## src/rtl/ser2par_32_sync.sv

```systemverilog
`default_nettype none
// ============================================================================
// Module   : ser2par_32_sync
// Purpose  : Serial-to-parallel front stage. Collects a serial bit stream into
//            a DATA_W-bit word and presents it to a downstream register bank
//            over a valid/ready handshake. Each completed word is held stable
//            until the consumer takes it. In HOLD, in_ready follows out_ready,
//            so a new word can start on the same edge that the old one leaves.
// Options  : SER2PAR_PARITY_EN - when defined, each word is followed by one
//            even-parity bit. The result is reported on out_perr. When
//            undefined, out_perr is tied low. Both builds have the same ports.
// Revision : 1.0 - initial release
// ============================================================================
module ser2par_32_sync #(
  parameter int DATA_W    = 32,
  parameter bit MSB_FIRST = 1'b1
) (
  input  logic                         clk,
  input  logic                         rst_n,
  input  logic                         clr,
  input  logic                         in_bit,
  input  logic                         in_valid,
  output logic                         in_ready,
  output logic [DATA_W-1:0]            out_data,
  output logic                         out_valid,
  input  logic                         out_ready,
  output logic                         out_perr,
  output logic [$clog2(DATA_W+1)-1:0]  bit_cnt
);

  localparam int CNT_W = $clog2(DATA_W+1);
  localparam logic [CNT_W-1:0] C_LAST_IDX = CNT_W'(DATA_W - 1);
  localparam logic [CNT_W-1:0] C_CNT_ONE  = CNT_W'(1);

  typedef enum logic [1:0] {
    ST_COLLECT = 2'd0,
    ST_PARITY  = 2'd1,
    ST_HOLD    = 2'd2
  } state_t;

  state_t              state_q;
  logic [DATA_W-1:0]   shreg_q;
  logic [DATA_W-1:0]   out_data_q;
  logic                out_valid_q;
  logic [CNT_W-1:0]    bit_cnt_q;

  logic [DATA_W-1:0]   shift_d;
  logic [CNT_W-1:0]    cnt_inc_d;
  logic                in_beat;
  logic                out_beat;
  logic                last_bit;

  assign in_beat   = in_valid & in_ready;
  assign out_beat  = out_valid_q & out_ready;
  assign last_bit  = (bit_cnt_q == C_LAST_IDX);
  assign cnt_inc_d = bit_cnt_q + C_CNT_ONE;

  // The shift direction decides where the first received bit ends up.
  // MSB-first shifts left, so the first bit reaches bit DATA_W-1.
  // LSB-first shifts right, so the first bit reaches bit 0.
  generate
    if (MSB_FIRST) begin : g_msb_first
      assign shift_d = {shreg_q[DATA_W-2:0], in_bit};
    end else begin : g_lsb_first
      assign shift_d = {in_bit, shreg_q[DATA_W-1:1]};
    end
  endgenerate

  // in_ready is decoded from state. In HOLD it follows out_ready, so one bit
  // can be accepted on the same edge as the output transfer (no bubble).
  always_comb begin
    in_ready = 1'b0;
    case (state_q)
      ST_COLLECT: in_ready = 1'b1;
      ST_PARITY:  in_ready = 1'b1;
      ST_HOLD:    in_ready = out_ready;
      default:    in_ready = 1'b0;
    endcase
  end

`ifdef SER2PAR_PARITY_EN
  logic out_perr_q;

  // Main control FSM for the parity build. A word is published only after
  // its trailing parity bit has been taken.
  always_ff @(posedge clk) begin
    if (!rst_n) begin
      state_q     <= ST_COLLECT;
      shreg_q     <= '0;
      out_data_q  <= '0;
      out_valid_q <= 1'b0;
      out_perr_q  <= 1'b0;
      bit_cnt_q   <= '0;
    end else if (clr) begin
      // A flush behaves like reset, except the last published word stays
      // visible on out_data.
      state_q     <= ST_COLLECT;
      shreg_q     <= '0;
      out_valid_q <= 1'b0;
      out_perr_q  <= 1'b0;
      bit_cnt_q   <= '0;
    end else begin
      case (state_q)
        ST_COLLECT: begin
          if (in_beat) begin
            shreg_q   <= shift_d;
            bit_cnt_q <= cnt_inc_d;
            if (last_bit) begin
              state_q <= ST_PARITY;
            end
          end
        end
        ST_PARITY: begin
          if (in_beat) begin
            // Even parity: the XOR of the word and the parity bit must be 0.
            out_data_q  <= shreg_q;
            out_perr_q  <= (^shreg_q) ^ in_bit;
            out_valid_q <= 1'b1;
            bit_cnt_q   <= '0;
            state_q     <= ST_HOLD;
          end
        end
        ST_HOLD: begin
          if (out_beat) begin
            out_valid_q <= 1'b0;
            state_q     <= ST_COLLECT;
            if (in_beat) begin
              shreg_q   <= shift_d;
              bit_cnt_q <= C_CNT_ONE;
            end
          end
        end
        default: begin
          state_q <= ST_COLLECT;
        end
      endcase
    end
  end

  assign out_perr = out_perr_q;
`else
  // Main control FSM for the plain build. A word is published on the same
  // edge that takes its last data bit.
  always_ff @(posedge clk) begin
    if (!rst_n) begin
      state_q     <= ST_COLLECT;
      shreg_q     <= '0;
      out_data_q  <= '0;
      out_valid_q <= 1'b0;
      bit_cnt_q   <= '0;
    end else if (clr) begin
      // A flush behaves like reset, except the last published word stays
      // visible on out_data.
      state_q     <= ST_COLLECT;
      shreg_q     <= '0;
      out_valid_q <= 1'b0;
      bit_cnt_q   <= '0;
    end else begin
      case (state_q)
        ST_COLLECT: begin
          if (in_beat) begin
            shreg_q <= shift_d;
            if (last_bit) begin
              out_data_q  <= shift_d;
              out_valid_q <= 1'b1;
              bit_cnt_q   <= '0;
              state_q     <= ST_HOLD;
            end else begin
              bit_cnt_q <= cnt_inc_d;
            end
          end
        end
        ST_HOLD: begin
          if (out_beat) begin
            out_valid_q <= 1'b0;
            state_q     <= ST_COLLECT;
            if (in_beat) begin
              shreg_q   <= shift_d;
              bit_cnt_q <= C_CNT_ONE;
            end
          end
        end
        default: begin
          state_q <= ST_COLLECT;
        end
      endcase
    end
  end

  assign out_perr = 1'b0;
`endif

  assign out_data  = out_data_q;
  assign out_valid = out_valid_q;
  assign bit_cnt   = bit_cnt_q;

endmodule
`default_nettype wire

```

## config.mk

```make
export PLATFORM = sky130hd
export DESIGN_NAME = ser2par_32_sync
export DESIGN_NICKNAME = d
export VERILOG_FILES = /design/src/rtl/ser2par_32_sync.sv
export SDC_FILE = /design/constraint.sdc
export NUM_CORES = 1
export LEC_CHECK = 0
export CELL_PAD_IN_SITES_DETAIL_PLACEMENT = 1
export CELL_PAD_IN_SITES_GLOBAL_PLACEMENT = 1
export CORE_ASPECT_RATIO = 0.6
export CORE_UTILIZATION = 39
export DETAILED_ROUTE_END_ITERATION = 10
export PLACE_DENSITY = 0.83
export SLEW_MARGIN = 30
export SYNTH_ARGS = -nofsm -noshare
export SYNTH_HDL_FRONTEND = slang
export SYNTH_SLANG_ARGS = --single-unit
```

## constraint.sdc

```tcl
create_clock -name clk -period 2 [get_ports clk]
set_input_delay 0.2 -clock clk [delete_from_list [all_inputs] [get_ports clk]]
set_output_delay 0.2 -clock clk [all_outputs]
set_load 0.005 [all_outputs]
```

==> Word-level counts from Yosys, hierarchy flattened <==
Index checks and enable logic that the tools add are counted.
{ "totals": {"ff_bits": 73, "latchBits": 0, "ram_bits": 0, "romBits": 0, "input_bits": 6, "mem_count": 0} }
{ "classes": {"addsub": 1, "n_mul": 0, "n_div": 0, "magnitude_cmp": 0, "eq_ne": 7, "shifts": 0, "mux": 17, "bitwise": 4, "reduce_logical": 9} }
{ "ops": {"columns": ["cell", "n"], "rows": [
  ["$mux W32", 2],
  ["$pmux W32 S2", 1],
  ["$mux W6", 4],
  ["$pmux W6 S2", 1],
  ["$reduce_and A4 Y1", 3],
  ["$ne A2 B2 Y1 const B", 4],
  ["$add A6 B1 Y6 const B", 1],
  ["$eq A6 B5 Y1 const B", 1],
  ["$mux W2", 3],
  ["$pmux W1 S2", 2],
  ["$pmux W2 S2", 1],
  ["$reduce_or A2 Y1", 2],
  ["$mux W1", 3],
  ["$reduce_and A3 Y1", 1],
  ["$and A1 B1 Y1", 2],
  ["$eq A2 B1 Y1 const B", 1],
  ["$eq A2 B2 Y1 const B", 1],
  ["$logic_not A2 Y1", 1],
  ["$not A1 Y1", 2],
  ["$reduce_and A2 Y1", 1],
  ["$reduce_bool A2 Y1", 1]
]} }

==> Depth between registers and ports, before layout <==
{ "logic_depth": {"ltp_word": 7, "depth_mapped": 6, "ltp_nobuf": 4} }

==> Worst setup path after synthesis <==
OpenSTA, ideal clock, no wires.
{ "synth_path": {"path_type": "reg-to-reg", "startpoint": "register bit_cnt_q[0], in the netlist bit_cnt[0]", "endpoint": "register out_data_q[0], in the netlist out_data[0]", "t_arrival_ns": 1.392, "required_ns": 1.930, "slack_ns": 0.538, "path_stages_with_launch": 7, "period_less_slack_ns": 1.462, "path_cell_list": "dfxtp_1 ha_1 nor4bb_1 buf_2 buf_2 nand3_1 a21boi_1"} }
{ "synth_between": {"elab_chain_len": 2} }
{ "synth_lines": {"columns": ["item", "line", "rtl"], "rows": [
  ["from (decl)", "45", "logic [CNT_W-1:0] bit_cnt_q;"],
  ["from (signal assigned)", "169", "bit_cnt_q <= cnt_inc_d;"],
  ["$eq A6 B5 Y1", "55", "assign last_bit = (bit_cnt_q == C_LAST_IDX);"],
  ["$reduce_and A4 Y1 (no source line)", null, null],
  ["to (signal assigned)", "164", "out_data_q <= shift_d;"],
  ["to (decl)", "43", "logic [DATA_W-1:0] out_data_q;"]
]} }
No other way between the ends.
A chain may end at the register's enable or synchronous reset.

==> Final worst setup path <==
{ "layout_path": {"startpoint": "register state_q[1]", "endpoint": "output in_ready"} }
{ "layout_between": {"elab_chain_len": 3} }
{ "layout_lines": {"columns": ["item", "line", "rtl"], "rows": [
  ["from (decl)", "41", "state_t state_q;"],
  ["from (signal assigned)", "146", "state_q <= ST_COLLECT;"],
  ["from (signal assigned)", "154", "state_q <= ST_COLLECT;"],
  ["from (signal assigned)", "167", "state_q <= ST_HOLD;"],
  ["$eq A2 B1 Y1 / $logic_not A2 Y1 (equally long branches)", "73", "case (state_q)"],
  ["$reduce_or A2 Y1 (no source line)", null, null],
  ["$pmux W1 S2 (*)", "73", null],
  ["to (decl)", "23", "output logic in_ready,"]
]} }
Every way passes the cells marked *; elsewhere a longest branch is shown, timed or not.

==> metrics.md <==
| Metric | Value |
|---|---|
| Hold violation count in the final report | 0 |
| Synth cell count leaders | dfxtp_1 (70), o21ai_0 (67), nand3_1 (65), a21oi_1 (35), a21boi_1 (30) |
| Hold Slack | about 470 ps |
| Total wire length | 7820 um |
| FF-to-FF path depth | 5 |
| Synth-to-layout area growth | 27.7% |
| Seq cells post-synth | 70 |
| Core Rows | 23 |
| Core area | approximately 6900 um2 |
| Met2 usage | 36.8% |
| Prevailing post-synth register cell | dfxtp_1 |
| GRT Resource Usage Total | 22.0% |
| Synth Net Count | about 350 |
| Synth unique cells | 35 |
| GRT busiest layer | met2 |
| Cell Area, Placed | 3430 um2 |
| Syn. warnings | 0 |
| Number of setup buffers added after CTS | 0 |
| # diodes | 0 |
| Fin. max-slew vios | 0 |
| Outcome | finished, final reports clean |
| RSZ-0062 raised after global routing | no |
| Post-CTS Hold Buffers | 0 |
| Gr ovfl total | 0 |
| Final Util | 53.5% |
| Post-route ant nets | 0 |
| Synth Area in Simple Gates | 16.2% |
| Layout cells sized above 1 | around 8.1% |
| Top-count cell post-synth | dfxtp_1 |
| Die height | about 69 um |
| Detailed Routing Iterations Pass 1 | 4 |
| HPWL after detailed placement | between 4000 and 5000 um |
| Max cap viols | 0 |
| CTS Sinks | 70 |
| Fin Setup TNS | 0 ps |
| Multiplexer share of the synthesized area | 0% |
| Post-synth ARST share | 0% |
| TritonCTS clock tree | done |
| Setup Skew | 4.70 ps |
| Register area share after synthesis | 48.5% |
| Place WS | 124 ps |
| Reg-to-reg slack, setup | 310 ps |
| DIE WIDTH | 113 um |
| Port Buffers | 45 |
| Via count | 2683 |
| Worst Setup Slack, final | 132 ps |
| CTS Buf Count | 9 |
| Area contributors post-synth | dfxtp_1 (48%), o21ai_0 (12%), nand3_1 (11%) |
| Setup crit end kind | output pin |
| Fillers | 821 |
| Final GP Congestion | 0.866 |
| Clock Latency Late Sink | 330 ps |
| Hold Path Sink | out_data[16]$_SDFFE_PN0P_ |
| Initial antenna violation count | 0 |
| Grt met1 use | 27.9% |
| Tmin final | 1870 ps |
| Die Footprint | 7770 um2 |
| Data arrival, critical path | roughly 1700 ps |
| Routed vias/inst | 5.85 |
| First-pass GRT wire length | between 10000 and 15000 um |
| Setup Crit Path Kind | flip-flop to output pin |
| Vias in the first global route | about 2600 |
| Clock root cell | clkbuf_16 |
| CTS Buffer Depth | 2 |
| Avg Cell Area, Syn | 8.55 um2 |
| Post-Synth Adder-Cell Area | 0.433% |
| Startpoint types | flip-flop |
| DRC | 0 |
| Post-CTS resize count | 0 |
| RR Endpoint | out_data[28]$_SDFFE_PN0P_ |
| Yosys top cell by area | dfxtp_1 |
| Synth Area in Compound Gates | 28.6% |
| Clk slew on worst S/H paths | around 50 ps |
| Fin area | 3690 um2 |
| Power per cell area | 791 nW/um2 |
| Detail-routed net length per standard cell | 17.0 um |
| Max IR drop VDD | 0.000490 V |
| CTS H-tree depth | 3 |
| Largest net degree at the start of global routing | 33 |
| Hold depth | 2 |
| F_max | approximately 540 MHz |
| Min-Delay Path Class | flip-flop to flip-flop |
| Setup violators final | 0 |
| Req. time, crit path | 1800 ps |
| Post-Synthesis Cells | 338 |
| CP max stage cell | dfxtp_1 |
| Main combinational cell family by area after synthesis | compound AO/OA/AOI/OAI gates |
| LEAKAGE | ~1.1 nW |
| Post-synth EDFFs | 0 |
| Highest cell delay on the worst timing path | 490 ps |
| Crit Path Max Fanout | 10 |
| Crit-path cells | nor2b_4 > inv_2 > clkdlybuf4s50_1 |
| Worst Hold Launch | out_data[16]$_SDFFE_PN0P_ |
| Area of the mapped netlist | a little under 3000 um2 |
| Reg2Reg Launch Point | bit_cnt[0]$_SDFFE_PP0P_ |
| Final #Nets | about 380 |
| Post-synth top area share | roughly 48% |
| Post-synthesis xor/xnor area fraction | 0% |
| Starting Density | 41.8% |
| GRT met3 Usage | 7.78% |
| Final period util | between 90 and 100% |
| DRT iter0 DRCs | approximately 120 |
| Io pins | 47 |
## cells by family after synthesis
kind of cell	after synthesis
AND/OR/NAND/NOR	83
other	1
buffers and inverters	39
flip-flops	70
AO/OA/AOI/OAI	144
adder cells (fa/ha/maj)	1
## power by group
group          internal (W)  switching [W]  leakage (nW)
clock network      0.000885       0.000549         0.127
logic             0.0000343      0.0000530         0.439
registers           0.00140     0.00000277         0.564
total               0.00232       0.000605          1.13
## state kept, by name, summed over array words and instances, names as in the netlist
name	count
out_data	32
shreg_q	31
bit_cnt	6
state_q	1
## worst max-delay path by stage
stage,startpoint,endpoint,slack (ps),depth (start not counted)
2_1_floorplan,bit_cnt[0]$_SDFFE_PP0P_,out_data[0]$_SDFFE_PN0P_,540,6
5_1_grt,state_q[1]$_SDFFE_PP0P_,in_ready,60,3
3_5_place_dp,in_valid,bit_cnt[3]$_SDFFE_PP0P_,120,4
6_report,state_q[1]$_SDFFE_PP0P_,in_ready,130,3
3_3_place_gp,in_valid,bit_cnt[3]$_SDFFE_PP0P_,230,4
4_1_cts,state_q[1]$_SDFFE_PP0P_,in_ready,120,3
## cells in the final DEF, fill, tap and decap left out
| cell type | synthesis | routed |
|---|---|---|
| a211oi_1 | 1 | 1 |
| a21boi_0 | 2 | 2 |
| a21boi_1 | 30 | 30 |
| a21o_1 | 1 | 1 |
| a21o_2 | 1 | 1 |
| a21oi_1 | 35 | 35 |
| a22oi_1 | 2 | 2 |
| a31oi_1 | 1 | 1 |
| and2b_1 | 1 | 1 |
| and4b_1 | 1 | 1 |
| buf_12 | 0 | 3 |
| buf_4 | 5 | 10 |
| clkbuf_1 | 24 | 1 |
| clkbuf_16 | 0 | 9 |
| clkbuf_8 | 0 | 2 |
| clkdlybuf4s50_1 | 0 | 45 |
| clkinvlp_4 | 0 | 1 |
| conb_1 | 1 | 1 |
| dfxtp_1 | 70 | 70 |
| ha_1 | 1 | 1 |
| inv_2 | 2 | 2 |
| nand2_1 | 1 | 1 |
| nand2b_1 | 2 | 2 |
| nand3_1 | 65 | 65 |
| nand3b_1 | 2 | 2 |
| nand4_1 | 2 | 2 |
| nand4b_1 | 1 | 1 |
| nand4bb_1 | 1 | 1 |
| nor2b_4 | 1 | 1 |
| nor3b_1 | 1 | 1 |
| nor4bb_4 | 0 | 1 |
| o211ai_1 | 1 | 1 |
| o21ai_0 | 67 | 67 |
| o21bai_1 | 1 | 1 |
| o31ai_1 | 2 | 2 |
| or4_1 | 4 | 4 |
## per-layer routing
layer  wire [um]  up-vias
met5           0        -
met4          56        0
met3         351        7
met2        3520       59
met1        3890     1329
li1            -     1288
## critical path, delay by kind of cell, from the launching register on
family | cells | cell delay [ps]
buffers and inverters | 2 | 510
DFF | 1 | 490
and+or+nand+nor | 1 | 330
## layout make-up
type | count | area (um2) | area share [%]
Tap cell | 87 | 109 | 2.95
Sequential cell | 70 | 1400 | 38.0
Clock inverter | 1 | 7.51 | 0.203
Inverter | 2 | 7.51 | 0.203
Multi-Input combinational cell | 229 | 1330 | 35.9
Timing Repair Buffer | 58 | 586 | 15.9
Clock buffer | 12 | 256 | 6.95
## stage by stage
stage | cells | total power [W]
2_1_floorplan | 338 | 0.00148
3_3_place_gp | 446 | 0.00151
3_5_place_dp | 446 | 0.00152
4_1_cts | 459 | 0.00296
5_1_grt | 459 | 0.00301
6_report | 459 | 0.00292
(Power assumes the default switching activity.)
